## config.mk

```make
export PLATFORM = sky130hd
export DESIGN_NAME = rep4_tx
export DESIGN_NICKNAME = d
export VERILOG_FILES = /design/src/rtl/rep4_pkg.sv /design/src/rtl/rep4_chip_timer.sv /design/src/rtl/rep4_tx.sv
export SDC_FILE = /design/constraint.sdc
export NUM_CORES = 1
export LEC_CHECK = 0
export CORE_AREA = 3 3 55 57
export CTS_CLUSTER_DIAMETER = 30
export CTS_CLUSTER_SIZE = 16
export DETAILED_ROUTE_END_ITERATION = 8
export DIE_AREA = 0 0 58 60
export PLACE_DENSITY = 0.66
export RECOVER_POWER = 50
export SLEW_MARGIN = 20
export SYNTH_ARGS = -nofsm -noshare
export SYNTH_HDL_FRONTEND = slang
export SYNTH_HIERARCHICAL = 1
export SYNTH_SLANG_ARGS = --single-unit
```

## constraint.sdc

```tcl
create_clock -name clk -period 2.4 [get_ports clk]
set_input_delay 0.36 -clock clk [delete_from_list [all_inputs] [get_ports clk]]
set_output_delay 0.36 -clock clk [all_outputs]
set_load 0.01 [all_outputs]
```

## src/rtl/rep4_pkg.sv

```systemverilog
// Shared types and constants for the repetition-coded serial transmitter.
package rep4_pkg;

  // Frame sequencer states; PARITY is only reachable in parity-enabled builds
  typedef enum logic [2:0] {
    IDLE   = 3'd0,
    START  = 3'd1,
    DATA   = 3'd2,
    PARITY = 3'd3,
    STOP   = 3'd4
  } state_t;

  localparam int REP_DEF    = 4;
  localparam int DATA_W_DEF = 8;

  localparam logic LINE_IDLE  = 1'b1;
  localparam logic LINE_START = 1'b0;
  localparam logic LINE_STOP  = 1'b1;

  // Bits needed for a counter that runs 0..max_val, never less than one bit
  function automatic int cnt_w(input int max_val);
    if (max_val < 1) begin
      return 1;
    end else begin
      return $clog2(max_val + 1);
    end
  endfunction

endpackage

```

## src/rtl/rep4_chip_timer.sv

```systemverilog
// Chip timing for the repetition-coded transmitter: div_cnt paces one chip,
// chip_cnt counts the chips of one group. Both counters sit at zero while
// disabled, so every frame starts on a clean group boundary.
module rep4_chip_timer
  import rep4_pkg::*;
#(
  parameter int REP           = REP_DEF,
  parameter int CLKS_PER_CHIP = 1
) (
  input  logic clk,
  input  logic rst,
  input  logic en,
  output logic chip_tick,
  output logic group_done,
  output logic group_start
);

  localparam int DIV_W  = cnt_w(CLKS_PER_CHIP - 1);
  localparam int CHIP_W = cnt_w(REP - 1);

  logic [DIV_W-1:0]  div_cnt_r;
  logic [CHIP_W-1:0] chip_cnt_r;
  logic              div_last_s;
  logic              chip_last_s;

  assign div_last_s  = (div_cnt_r == DIV_W'(CLKS_PER_CHIP - 1));
  assign chip_last_s = (chip_cnt_r == CHIP_W'(REP - 1));

  // chip_tick marks the last clk of a chip, group_done the last clk of a group
  assign chip_tick   = en && div_last_s;
  assign group_done  = chip_tick && chip_last_s;
  // counters will read zero on the next clk: either idle-cleared or wrapping
  assign group_start = !en || group_done;

  // Advance the chip divider and the chip-in-group counter
  always_ff @(posedge clk) begin
    if (rst) begin
      div_cnt_r  <= '0;
      chip_cnt_r <= '0;
    end else if (!en) begin
      div_cnt_r  <= '0;
      chip_cnt_r <= '0;
    end else if (div_last_s) begin
      div_cnt_r  <= '0;
      chip_cnt_r <= chip_last_s ? '0 : chip_cnt_r + CHIP_W'(1);
    end else begin
      div_cnt_r  <= div_cnt_r + DIV_W'(1);
    end
  end

endmodule

```

## src/rtl/rep4_tx.sv

```systemverilog
// Repetition-coded serial transmitter: start, DATA_W bits LSB-first, stop,
// each bit sent as REP identical chips of CLKS_PER_CHIP clks.
// Build option REP4_TX_PARITY_EN inserts an even-parity group before stop.
// All outputs are registered; each is loaded with the value belonging to the
// state/chip that starts on the following clk.
module rep4_tx
  import rep4_pkg::*;
#(
  parameter int DATA_W        = DATA_W_DEF,
  parameter int REP           = REP_DEF,
  parameter int CLKS_PER_CHIP = 1
) (
  input  logic              clk,
  input  logic              rst,
  input  logic [DATA_W-1:0] data_in,
  input  logic              data_valid,
  output logic              data_ready,
  output logic              tx_line,
  output logic              tx_busy,
  output logic              group_strobe
);

  localparam int BIT_W = cnt_w(DATA_W - 1);

  state_t            state_r;
  state_t            state_n_s;
  logic [DATA_W-1:0] shreg_r;
  logic [DATA_W-1:0] shift_s;
  logic [BIT_W-1:0]  bit_cnt_r;
  logic              tx_line_r;
  logic              data_ready_r;
  logic              tx_busy_r;
  logic              group_strobe_r;
  logic              level_n_s;
  logic              xfer_s;
  logic              last_bit_s;
  logic              timer_en_s;
  logic              chip_tick_s;
  logic              group_done_s;
  logic              group_start_s;

`ifdef REP4_TX_PARITY_EN
  logic              parity_r;

  // Even parity over the accepted word
  function automatic logic even_parity(input logic [DATA_W-1:0] word);
    return ^word;
  endfunction
`endif

  assign xfer_s     = data_valid && data_ready_r;
  assign last_bit_s = (bit_cnt_r == BIT_W'(DATA_W - 1));
  assign shift_s    = shreg_r >> 1'b1;
  assign timer_en_s = (state_r != IDLE);

  assign data_ready   = data_ready_r;
  assign tx_line      = tx_line_r;
  assign tx_busy      = tx_busy_r;
  assign group_strobe = group_strobe_r;

  rep4_chip_timer #(
    .REP           (REP),
    .CLKS_PER_CHIP (CLKS_PER_CHIP)
  ) u_timer (
    .clk         (clk),
    .rst         (rst),
    .en          (timer_en_s),
    .chip_tick   (chip_tick_s),
    .group_done  (group_done_s),
    .group_start (group_start_s)
  );

  // Next state and the line level of the chip that follows this clk
  always_comb begin
    state_n_s = state_r;
    level_n_s = LINE_IDLE;
    case (state_r)
      IDLE: begin
        if (xfer_s) begin
          state_n_s = START;
          level_n_s = LINE_START;
        end else begin
          state_n_s = IDLE;
          level_n_s = LINE_IDLE;
        end
      end
      START: begin
        if (group_done_s) begin
          state_n_s = DATA;
          level_n_s = shreg_r[0];
        end else begin
          level_n_s = LINE_START;
        end
      end
      DATA: begin
        if (group_done_s) begin
          if (last_bit_s) begin
`ifdef REP4_TX_PARITY_EN
            state_n_s = PARITY;
            level_n_s = parity_r;
`else
            state_n_s = STOP;
            level_n_s = LINE_STOP;
`endif
          end else begin
            level_n_s = shift_s[0];
          end
        end else begin
          level_n_s = shreg_r[0];
        end
      end
`ifdef REP4_TX_PARITY_EN
      PARITY: begin
        if (group_done_s) begin
          state_n_s = STOP;
          level_n_s = LINE_STOP;
        end else begin
          level_n_s = parity_r;
        end
      end
`endif
      STOP: begin
        if (group_done_s) begin
          state_n_s = IDLE;
          level_n_s = LINE_IDLE;
        end else begin
          level_n_s = LINE_STOP;
        end
      end
      default: begin
        state_n_s = IDLE;
        level_n_s = LINE_IDLE;
      end
    endcase
  end

  // Sequencer state, payload shifter, bit counter and registered outputs
  always_ff @(posedge clk) begin
    if (rst) begin
      state_r        <= IDLE;
      shreg_r        <= '0;
      bit_cnt_r      <= '0;
      tx_line_r      <= LINE_IDLE;
      data_ready_r   <= 1'b0;
      tx_busy_r      <= 1'b0;
      group_strobe_r <= 1'b0;
`ifdef REP4_TX_PARITY_EN
      parity_r       <= 1'b0;
`endif
    end else begin
      state_r        <= state_n_s;
      data_ready_r   <= (state_n_s == IDLE);
      tx_busy_r      <= (state_n_s != IDLE);
      group_strobe_r <= group_start_s && (state_n_s != IDLE);
      // line only changes on a chip boundary or when a frame is launched
      if (xfer_s || chip_tick_s) begin
        tx_line_r <= level_n_s;
      end
      if (xfer_s) begin
        shreg_r   <= data_in;
        bit_cnt_r <= '0;
`ifdef REP4_TX_PARITY_EN
        parity_r  <= even_parity(data_in);
`endif
      end else if ((state_r == DATA) && group_done_s) begin
        shreg_r   <= shift_s;
        bit_cnt_r <= last_bit_s ? '0 : bit_cnt_r + BIT_W'(1);
      end
    end
  end

endmodule

```

# Word level (Yosys, flattened, before mapping)
# Cells that the tools add are included.
# classes
add_sub_neg	3
mux	15
eq_ne	5
reduce_logical	16
n_bitwise	2
# ops
op	count
$mux 8	2
$mux 3	5
$pmux 3 s4	1
$eq 3x3->1 const B	2
$logic_not 3->1	2
$reduce_bool 3->1	2
$logic_and 1x1->1	5
$mux 1	5
$reduce_or 2->1	2
$add 3x1->3 const B	1
$eq 3x1->1 const B	1
$eq 3x2->1 const B	1
$pmux 1 s3	1
$reduce_or 3->1	1
$add 2x1->2 const B	1
$eq 2x2->1 const B	1
$logic_or 1x1->1	2
$mux 2	1
$not 1->1	2
$reduce_bool 2->1	1
$add 1x1->1 const B	1
$logic_not 1->1	1
# word_totals
in_bits	11
out_inout_bits	4
regBits	21
wordCells	50

# Logic depth before layout (Yosys ltp)
# logic_depth
ltp_word	7
mapped_depth	11
mapped_depth_nobuf	7

# Cells and area by module
# Netlist, hierarchy kept.
# by_module_without_submodules
module	seq_area_each_um2	instances	area_per_inst_um2	cells_per_inst
rep4_tx	360.3	1	888.4	98
rep4_chip_timer	60.1	1	138.9	15

# Worst setup path after synthesis
# OpenSTA, ideal clock, no wires.
# synth_timing
kind	reg2reg
start	register state_r[0]
end	register shreg_r[2]
t_arrival_ps	2135
path_buffers	4
path_slack_ps	127
required_time_ps	2263
path_stages_with_launch	12
path_cell_list	dfxtp_1 -> buf_4 -> or3_1 -> and2b_2 -> and2_1 -> and4bb_1 -> buf_6 -> or2_1 -> buf_6 -> buf_8 -> nor2_1 -> a311oi_2
# synth_via
elab_chain_cells	5
elab_cells_between_ends	6
# synth_rtl
element	line_no	rtl
start: declaration	rep4_tx.sv:25	state_t state_r;
start signal: assignment	rep4_tx.sv:151	state_r <= state_n_s;
$reduce_bool 3->1	rep4_tx.sv:54	assign timer_en_s = (state_r != IDLE);
named net timer_en_s	rep4_tx.sv:37	logic timer_en_s;
$logic_and 1x1->1	rep4_chip_timer.sv:30	assign chip_tick = en && div_last_s;
named net chip_tick_s	rep4_tx.sv:38	logic chip_tick_s;
$logic_and 1x1->1	rep4_chip_timer.sv:31	assign group_done = chip_tick && chip_last_s;
named net group_done_s	rep4_tx.sv:39	logic group_done_s;
$logic_and 1x1->1	rep4_tx.sv:165	end else if ((state_r == DATA) && group_done_s) begin
$reduce_bool 2->1 (no source line)	--	
end signal: assignment	rep4_tx.sv:160	shreg_r <= data_in;
end signal: assignment	rep4_tx.sv:166	shreg_r <= shift_s;
end: declaration	rep4_tx.sv:27	logic [DATA_W-1:0] shreg_r;
# The timed path passes the listed nets, and every way through them passes these cells.
# A chain may end at the register's enable or synchronous reset.

# Worst setup path in the final report
# layout_timing
start	register state_r[2]
end	register tx_line_r, in the netlist tx_line
# layout_via
elab_chain_cells	5
elab_cells_between_ends	10
# layout_rtl
element	line_no	rtl
$reduce_bool 3->1 *	rep4_tx.sv:54	
named net timer_en_s	rep4_tx.sv:37	
$logic_and 1x1->1 *	rep4_chip_timer.sv:30	
named net chip_tick_s	rep4_tx.sv:38	
$logic_and 1x1->1 *	rep4_chip_timer.sv:31	
named net group_done_s	rep4_tx.sv:39	
$mux 1 (on tied branches)	rep4_tx.sv:96, rep4_tx.sv:88	
$pmux 1 s3 *	rep4_tx.sv:77	case (state_r)
end signal: assignment	rep4_tx.sv:157	tx_line_r <= level_n_s;
end: declaration	rep4_tx.sv:30	logic tx_line_r;
# The timed path passes the listed nets; every way through them passes the cells marked *.

==> flow_summary.json <==
{
  "final_area_um2": 1200,
  "wirelength_um": 1960,
  "timing.final.crit_share": 0.933,
  "cts_sinks": 21,
  "ys_ff_latch": 21,
  "start_kind": "flop",
  "status": "finished, final reports clean",
  "dr.pass1.iters": 4,
  "endpoint_kind": "flop",
  "grt_pass1_vias": 798,
  "die_y_um": 60,
  "clkTransAtPathRegs_ns": 0.12,
  "place.gp.congestion": 0.757,
  "worst_r2r_path_depth": 8,
  "die-area_um2": 3480,
  "vias": 824,
  "ctsLongestPathBuffers": 2,
  "instances_no_fill": 156,
  "grt_setup_unrepaired": "false",
  "dp_slack_ns": 0.0893,
  "critPathRequiredTime_ns": 2.60,
  "use_met2": 0.215,
  "initial_core_util": 0.407,
  "yosysSeqAreaShare": 0.409,
  "place_inst": 152,
  "place_area_um2": 1170,
  "yosysWarnings": 6,
  "hold-worst-slack_ns": 0.494,
  "cpPeakStageDelay_ns": 0.41,
  "setup_ws_ns": 0.161,
  "cpMaxStageDelayCell": "or3_1",
  "diodes": 0,
  "drt_iter0_drc": 24,
  "core_area_um2": 2520,
  "root_buffer": "clkbuf_4",
  "nets": 141,
  "grt_first_pass_wirelength_um": 3460,
  "fin_skew_ns": 0.0101,
  "cp.arrival_ns": 2.44,
  "num_rows": 18,
  "die_x_um": 58,
  "antenna_found_initial": 0,
  "io_buffer_count": 14,
  "irDropWorstVdd_v": 0.000464,
  "hold_violations": 0,
  "worstReg2RegEnd": "tx_line",
  "cp-endpoint": "tx_line",
  "crit_start": "state_r[2]",
  "numCtsBuffers": 3,
  "clock_latency_ns": 0.30,
  "fin_tns_setup_ns": 0,
  "route.detailed.drc": 0,
  "grt_usage": 0.128,
  "avgViaCountPerCell": 5.28,
  "grt.busiest_layer": "met2",
  "overflow": 0,
  "syn-num-nets": 127,
  "hpwl_um": 1470,
  "p_leak_nw": 0.428,
  "max_freq_ghz": 0.447,
  "timing.critical_path.fanout_max": 7,
  "ys_types": 34,
  "grt_use_met3": 0.0432,
  "syn_avg_cell_area_um2": 9.09,
  "period_minus_slack_ns": 2.24,
  "grt_use_met1": 0.158,
  "io_pins": 15,
  "cts_htree_levels": 1,
  "r2r-start": "state_r[2]",
  "r2r_slack_ns": 0.16,
  "synth_area_um2": 1030,
  "synth_cells": 113,
  "drive_above_1_share": 0.143,
  "area_delta_synth_final_pct": 16.4,
  "cts_hold_buf": 0,
  "grt_max_degree": 15,
  "ant_nets": 0,
  "hold_class": "flop to flop",
  "wl_per_cell_um": 12.6,
  "power_density_nw_per_um2": 540,
  "path_class": "flop to flop",
  "setup_viol": 0,
  "cp_cell_sequence": "or3_1 > and2b_2 > and2_1 > and4bb_1 > clkbuf_1 > o21a_1 > a311oi_1 > o21ai_1",
  "slew_violations": 0,
  "cap_violations": 0,
  "cts_tree": "done"
}
## power by group
group          internal (mW)  switching [mW]
clock                 0.0621           0.103
sequential             0.367          0.0120
combinational         0.0508          0.0503
total                  0.480           0.166
## layout make-up
class	count	area, µm²
clock inverter	1	5.00
fill	258	1330
clock buffer	3	22.5
sequential	21	422
tap	30	37.5
multi-input combinational	82	543
timing repair buffer	17	159
inverter	2	7.51
## how the worst min path moves through the flow
| stage | depth (start not counted) | end | from |
|---|---|---|---|
| after floorplan | 2 | u_timer/chip_cnt_r[0] | u_timer/chip_cnt_r[0] |
| after global placement | 2 | tx_line | tx_line |
| after detailed placement | 2 | tx_line | tx_line |
| after CTS | 2 | tx_line | tx_line |
| after global routing | 2 | u_timer/chip_cnt_r[0] | u_timer/chip_cnt_r[0] |
| final | 2 | tx_line | tx_line |
## registers in the layout (all words and copies together), names as in the netlist
signal / cells
bit_cnt_r: 3
data_ready: 1
group_strobe: 1
shreg_r: 8
state_r: 3
tx_busy: 1
tx_line: 1
u_timer/chip_cnt_r: 2
u_timer/div_cnt_r: 1
## stage by stage
step	power, mW	utilization
CTS	0.659	0.474
global route	0.685	0.474
global placement	0.487	0.463
finish	0.646	0.474
floorplan	0.455	-
detailed placement	0.491	0.463
## cell families after synthesis
kind of cell,count (synthesis),share of synthesized area
compound gates,20,0.184
fa+ha+maj,3,0.0365
buf+inv,10,0.0658
flops,21,0.409
mux,5,0.0487
other cells,1,0.00365
simple gates,53,0.252
## Yosys cell counts (all sizes together)
library cell | instances | area, µm²
nor3 | 3 | 15.0
o21ai | 4 | 20.0
nor2 | 16 | 60.1
mux2i | 5 | 50.1
o31ai | 1 | 7.51
nand2b | 2 | 12.5
clkbuf | 3 | 11.3
inv | 2 | 7.51
nand2 | 18 | 67.6
ha | 3 | 37.5
a221oi | 1 | 8.76
conb | 1 | 3.75
and4bb | 1 | 12.5
dfxtp | 21 | 420
buf | 5 | 48.8
o21a | 1 | 7.51
nor2b | 2 | 12.5
a22oi | 1 | 7.51
a21oi | 4 | 23.8
or3b | 1 | 8.76
nor3b | 1 | 7.51
and2b | 1 | 8.76
nand4b | 1 | 8.76
and2 | 3 | 18.8
a311oi | 8 | 114
or2 | 1 | 6.26
nand3b | 1 | 7.51
or3 | 2 | 12.5
## critical path: cells and delay by family, from the launching register on
kind	cells	cell delay, ns
AO/OA/AOI/OAI	3	0.53
buffers and inverters	1	0.19
flip-flops	1	0.37
AND/OR/NAND/NOR	4	1.07
## cell usage in the layout, fill, tap and decap left out, types with 2 or more instances in the layout
master            n
a311oi_2          7
and2_1            3
mux2i_1           5
clkdlybuf4s50_1   9
clkbuf_4          3
nand2_1          18
dfxtp_1          20
ha_1              3
nand2b_1          2
o21ai_0           3
inv_1             2
or3_1             2
a21oi_2           2
buf_4             2
a21oi_1           2
nor2b_1           2
nor2_1           16
dlygate4sd3_1     5
nor3_1            3
## routing by layer
layer	vias up	wire length (µm)
met2	17	932
met1	389	911
met3	2	103
met5	-	0
li1	416	-
met4	0	13
## what timing repair did
item	4_1_cts	5_1_grt
setup endpoints to repair	0	8
resized for setup	0	3
setup buffers	0	0
(Power assumes the default switching activity.)
